[config.mk]
export PLATFORM = sky130hd
export DESIGN_NAME = aes_mode_ctrl
export DESIGN_NICKNAME = d
export VERILOG_FILES = /design/src/rtl/aes_mode_ctrl.sv
export SDC_FILE = /design/constraint.sdc
export NUM_CORES = 2
export LEC_CHECK = 0
export CORE_AREA = 3 3 474 476
export DETAILED_ROUTE_END_ITERATION = 12
export DIE_AREA = 0 0 477 479
export DONT_BUFFER_PORTS = 1
export SLEW_MARGIN = 40
export SYNTH_ARGS = -nofsm -noshare
export SYNTH_HDL_FRONTEND = slang
export SYNTH_SLANG_ARGS = --single-unit
[constraint.sdc]
create_clock -name clk -period 2.7 [get_ports clk]
set_clock_uncertainty 0.05 [all_clocks]
set_input_delay 0.81 -clock clk [delete_from_list [all_inputs] [get_ports clk]]
set_output_delay 0.81 -clock clk [all_outputs]
set_load 0.005 [all_outputs]
[src/rtl/aes_mode_ctrl.sv]
`default_nettype none
// ============================================================================
// Module   : aes_mode_ctrl
// Function : Valid/ready block sequencer for aes_core with ECB/CBC/CTR chaining.
// Revision : 1.0 - initial release
// ============================================================================
module aes_mode_ctrl #(
    parameter int CNT_W = 32
) (
    input  logic             clk,
    input  logic             rst_n,
    input  logic             cfg_start_i,
    input  logic [255:0]     cfg_key_i,
    input  logic [127:0]     cfg_iv_i,
    input  logic [1:0]       cfg_size_i,
    input  logic [1:0]       cfg_mode_i,
    input  logic             cfg_dec_i,
    output logic             cfg_err_o,
    input  logic             in_valid_i,
    input  logic [127:0]     in_data_i,
    output logic             in_ready_o,
    output logic             out_valid_o,
    output logic [127:0]     out_data_o,
    input  logic             out_ready_i,
    output logic             busy_o,
    output logic [CNT_W-1:0] blk_cnt_o,
    output logic             core_load_o,
    output logic [255:0]     core_key_o,
    output logic [127:0]     core_data_o,
    output logic [1:0]       core_size_o,
    output logic             core_dec_o,
    input  logic [127:0]     core_data_i,
    input  logic             core_busy_i
);

    typedef enum logic [2:0] {
        S_IDLE  = 3'd0,
        S_READY = 3'd1,
        S_LOAD  = 3'd2,
        S_WAIT  = 3'd3,
        S_OUT   = 3'd4
    } state_t;

    localparam logic [1:0] C_MODE_CBC = 2'd1;
    localparam logic [1:0] C_MODE_CTR = 2'd2;
    localparam logic [1:0] C_MODE_ILL = 2'd3;

    state_t             state_q, state_d;
    logic [255:0]       key_q, key_d;
    logic [1:0]         size_q, size_d;
    logic [1:0]         mode_q, mode_d;
    logic               dec_q, dec_d;
    logic               err_q, err_d;
    logic [127:0]       chain_q, chain_d;
    logic [127:0]       blk_q, blk_d;
    logic [127:0]       core_in_q, core_in_d;
    logic [127:0]       out_q, out_d;
    logic [CNT_W-1:0]   cnt_q, cnt_d;

    always_comb begin
        state_d   = state_q;
        key_d     = key_q;
        size_d    = size_q;
        mode_d    = mode_q;
        dec_d     = dec_q;
        err_d     = err_q;
        chain_d   = chain_q;
        blk_d     = blk_q;
        core_in_d = core_in_q;
        out_d     = out_q;
        cnt_d     = cnt_q;

        case (state_q)
            S_IDLE, S_READY: begin
                if (cfg_start_i) begin
                    state_d = S_READY;
                    key_d   = cfg_key_i;
                    size_d  = cfg_size_i;
                    mode_d  = cfg_mode_i;
                    // CTR always runs the core forward, whatever direction was asked for
                    dec_d   = cfg_dec_i && (cfg_mode_i != C_MODE_CTR);
                    err_d   = (cfg_mode_i == C_MODE_ILL);
                    chain_d = cfg_iv_i;
                    cnt_d   = '0;
                end else if ((state_q == S_READY) && in_valid_i) begin
                    state_d = S_LOAD;
                    blk_d   = in_data_i;
                    case (mode_q)
                        C_MODE_CBC: core_in_d = dec_q ? in_data_i : (in_data_i ^ chain_q);
                        C_MODE_CTR: core_in_d = chain_q;
                        default:    core_in_d = in_data_i;
                    endcase
                end
            end
            S_LOAD: begin
                state_d = S_WAIT;
            end
            S_WAIT: begin
                if (!core_busy_i) begin
                    state_d = S_OUT;
                    cnt_d   = cnt_q + CNT_W'(1);
                    case (mode_q)
                        C_MODE_CBC: begin
                            if (dec_q) begin
                                out_d   = core_data_i ^ chain_q;
                                chain_d = blk_q;
                            end else begin
                                out_d   = core_data_i;
                                chain_d = core_data_i;
                            end
                        end
                        C_MODE_CTR: begin
                            out_d   = blk_q ^ core_data_i;
                            chain_d = {chain_q[127:32], chain_q[31:0] + 32'd1};
                        end
                        default: out_d = core_data_i;
                    endcase
                end
            end
            S_OUT: begin
                if (out_ready_i) begin
                    state_d = S_READY;
                end
            end
            default: state_d = S_IDLE;
        endcase
    end

    always_ff @(posedge clk or negedge rst_n) begin
        if (!rst_n) begin
            state_q   <= S_IDLE;
            key_q     <= '0;
            size_q    <= '0;
            mode_q    <= '0;
            dec_q     <= 1'b0;
            err_q     <= 1'b0;
            chain_q   <= '0;
            blk_q     <= '0;
            core_in_q <= '0;
            out_q     <= '0;
            cnt_q     <= '0;
        end else begin
            state_q   <= state_d;
            key_q     <= key_d;
            size_q    <= size_d;
            mode_q    <= mode_d;
            dec_q     <= dec_d;
            err_q     <= err_d;
            chain_q   <= chain_d;
            blk_q     <= blk_d;
            core_in_q <= core_in_d;
            out_q     <= out_d;
            cnt_q     <= cnt_d;
        end
    end

    // A start pulse in READY takes priority over a waiting input block
    assign in_ready_o  = (state_q == S_READY) && !cfg_start_i;
    assign core_load_o = (state_q == S_LOAD);
    assign out_valid_o = (state_q == S_OUT);
    assign busy_o      = (state_q == S_LOAD) || (state_q == S_WAIT) || (state_q == S_OUT);
    assign cfg_err_o   = err_q;
    assign out_data_o  = out_q;
    assign blk_cnt_o   = cnt_q;
    assign core_key_o  = key_q;
    assign core_data_o = core_in_q;
    assign core_size_o = size_q;
    assign core_dec_o  = dec_q;

endmodule
`default_nettype wire

==> results.cfg <==
[run_status]
status = complete, no violations

[drt]
antenna_left = 0
via_count = 39270
dr.pass1.iters = 6
drtIter0Drc = 4055
post_drt_wl_per_cell_um = 27.52
wl_um = 222300
drc = 0
viasPerCell = 4.861

[sta]
hold_violations = 0
setup_tns_ns = 0
layout_worst_path_cycle_share_pct = 97.04
relSlewSlack_pct = 44.39
fin_crit_ns = 2.620
setup_ws_ns = 0.07984
worst_pin_slew_ns = 0.8342
setup_viol = 0
fmax_ghz = 0.3817
drv_slew = 0

[critical_path]
worstReg2RegStart = state_q[2]
reg2reg_slack_ns = 0.25
crit_chain = buf_4 -> nor2_2 -> nand2_2 -> clkinvlp_4
cp.required_ns = 1.84
startpoint_type = flop
path_buf_inv = 2
cp_max_fo = 8
end_kind = output pin
reg2reg_to = blk_cnt_o[28]
rr_worst_depth = 7
cp.arrival_ns = 1.76
critPathMaxStageDelay_ns = 0.43
critPathTopFamily = flip-flops
critical-path-slowest-cell = dfrtp_2
timing_worst_setup_path_type = reg2out

[floorplanning]
die_w_um = 477
io-pin-count = 1203
die_height_um = 479
core_um2 = 221400
dieArea_um2 = 228500
initial_core_util_pct = 18.91
rows = 173

[synth]
yosysSeqAreaShare_pct = 48.34
synth_top_family_by_area = compound AO/OA/AOI/OAI gates
avgSynthCellArea_um2 = 8.356
synthSimpleGateAreaFrac_pct = 17.82
synthCells = 5012
synth-compound-area-share_pct = 22.64
synthFlopType = dfrtp_1
synth_edf_count = 0
synth.cell_area_um2 = 41880
synth-adder-area-share_pct = 0.1195
ys_ff_latch = 809
ys_types = 65
synthMuxAreaShare_pct = 4.009
synthArstFlopShare_pct = 100.0
syn_nets = 5667
synthXorXnorAreaFrac_pct = 0.6483
ys_warn_count = 0

[clock_network]
cts.root.buffer_cell = clkbuf_16
cts_num_sinks = 809
clockBufferDepth = 3
numCtsBuffers = 103
cts_tree = built
htree_levels = 3
path_clk_slew_ns = 0.06
insertion_delay_ns = 0.77

[power_and_ir_drop]
powerDensity_nw_per_um2 = 1379
p_total_mw = 69.88
irDropWorstVdd_v = 0.0007443
p_leak_nw = 21.92

[global_route]
grt_max_degree = 154
grt_overflow = 0
antenna_found_initial = 101
grt_pass1_wl_um = 304300
grt_pass1_vias = 36840
track_usage_pct = 18.56

[finish]
syn_to_final_growth_pct = 21.00
drive_above_1_share_pct = 10.75
final_common_cell = nand2_1
layout_common_cells = nand2_1 (1334), dfrtp_1 (805), o21ai_0 (418)
fin_nets = 5585
nFillCells = 24030
fin_area_um2 = 50680

[place]
routabilityCongestion = 0.9305
dpl-instance-area_um2 = 46330
dp_slack_ns = -0.6918
portBuffers = 0
hpwl_um = 170600

[min_path]
hp-class = in2async

[run]
cap_violations = 0
final cells by class:
cell class	instances	area, um2	area share (%)
diodes	86	215.2	0.4247
inverters	268	1017	2.007
clock inverters	53	621.8	1.227
clock buffers	138	2890	5.703
repair buffers	243	2859	5.642
well taps	2975	3722	7.345
flip-flops and latches	809	20250	39.96
multi-input cells	3505	19100	37.69
layer usage:
metal | wire (um) | vias to the layer above | GRT usage [%]
met2 | 102300 | 2396 | 29.51
met1 | 78530 | 19010 | 20.40
met5 | 214 | - | 0
met4 | 17220 | 30 | 13.70
li1 | - | 17340 | -
met3 | 24040 | 487 | 6.724
report_power, final:
| part | leakage [nW] | switching (mW) | total [mW] | internal, mW |
|---|---|---|---|---|
| combinational | 10.2 | 18.6 | 29.9 | 11.3 |
| clock | 1.72 | 6.29 | 14.6 | 8.29 |
| sequential | 9.97 | 7.59 | 25.4 | 17.8 |
cells by family (layout without fill, tap and decap cells):
kind of cell,count (synthesis),count (layout)
other,0,86
AO/OA/AOI/OAI,1469,1469
adder cells (fa/ha/maj),4,4
multiplexers,151,151
XOR/XNOR,31,31
AND/OR/NAND/NOR,1850,1850
flip-flops,809,809
buffers and inverters,698,702
cell usage after synthesis, types with 3 or more instances:
library cell  number  area share (%)
a211oi_1          19            0.34
o211ai_1           6            0.11
nand3_1           34            0.41
nor4b_1            3           0.063
a31oi_1            8            0.12
o21bai_1         129             2.3
nor3_1           142             1.7
nor2b_1            9            0.13
and3_1             6           0.090
a32oi_1          128             2.7
nor4_1            13            0.19
nand2_1         1337              12
and2_1             3           0.045
o221ai_1           5            0.10
or4_1              3           0.054
ha_1               4            0.12
o41ai_1            3           0.063
a21oi_1          362             4.3
clkbuf_1         348             3.1
o21ai_0          418             5.0
nor2_1           253             2.3
nand4_1           18            0.27
xnor2_1           21            0.44
buf_1             31            0.28
buf_2             48            0.57
o22ai_1           99             1.5
inv_1            268             2.4
xor2_1            10            0.21
a221oi_1           4           0.084
and4_1             8            0.17
a221o_1          131             3.1
nand2b_1           3           0.045
dfrtp_1          809              48
a22oi_1          131             2.3
or3_1              4           0.060
o31ai_1            8            0.14
mux2_2           134             3.6
mux2i_1           17            0.41
worst max path at each step:
stage	from	end	slack (ns)	cells after the start
floorplan	cfg_start_i	core_data_o[125]	0.27	8
global placement	cfg_start_i	blk_cnt_o[28]	0.15	6
detailed placement	rst_n	core_key_o[193]	-0.69	4
CTS	state_q[0]	in_ready_o	0.001	3
global route	state_q[1]	out_valid_o	-0.001	4
finish	state_q[1]	out_valid_o	0.08	4
metrics by stage:
step	hold WS [ns]	std cells	util, %
floorplan	0.4128	5012	-
global placement	0.4373	7738	20.84
detailed placement	0.4415	7745	20.92
CTS	-0.02359	7986	22.73
global route	0.03928	8065	22.87
finish	0.07092	8077	22.89
registers in the layout, indices dropped and copies added (netlist names):
signal       flops
mode_q           2
state_q          3
blk_cnt_o       32
cfg_err_o        1
blk_q          128
core_key_o     256
core_data_o    128
core_dec_o       1
out_data_o     128
chain_q        128
core_size_o      2
what timing repair did:
item / in CTS / in global routing
hold buffers: 42 / 2
gates cloned: 0 / 1
buffers inserted: 8 / 0
hold endpoints to repair: 115 / 67
pin swaps: 1 / 0
endpoints found under the setup margin: 5 / 232
resized for setup: 8 / 1
No activity file was read; power rests on OpenSTA's default activity.
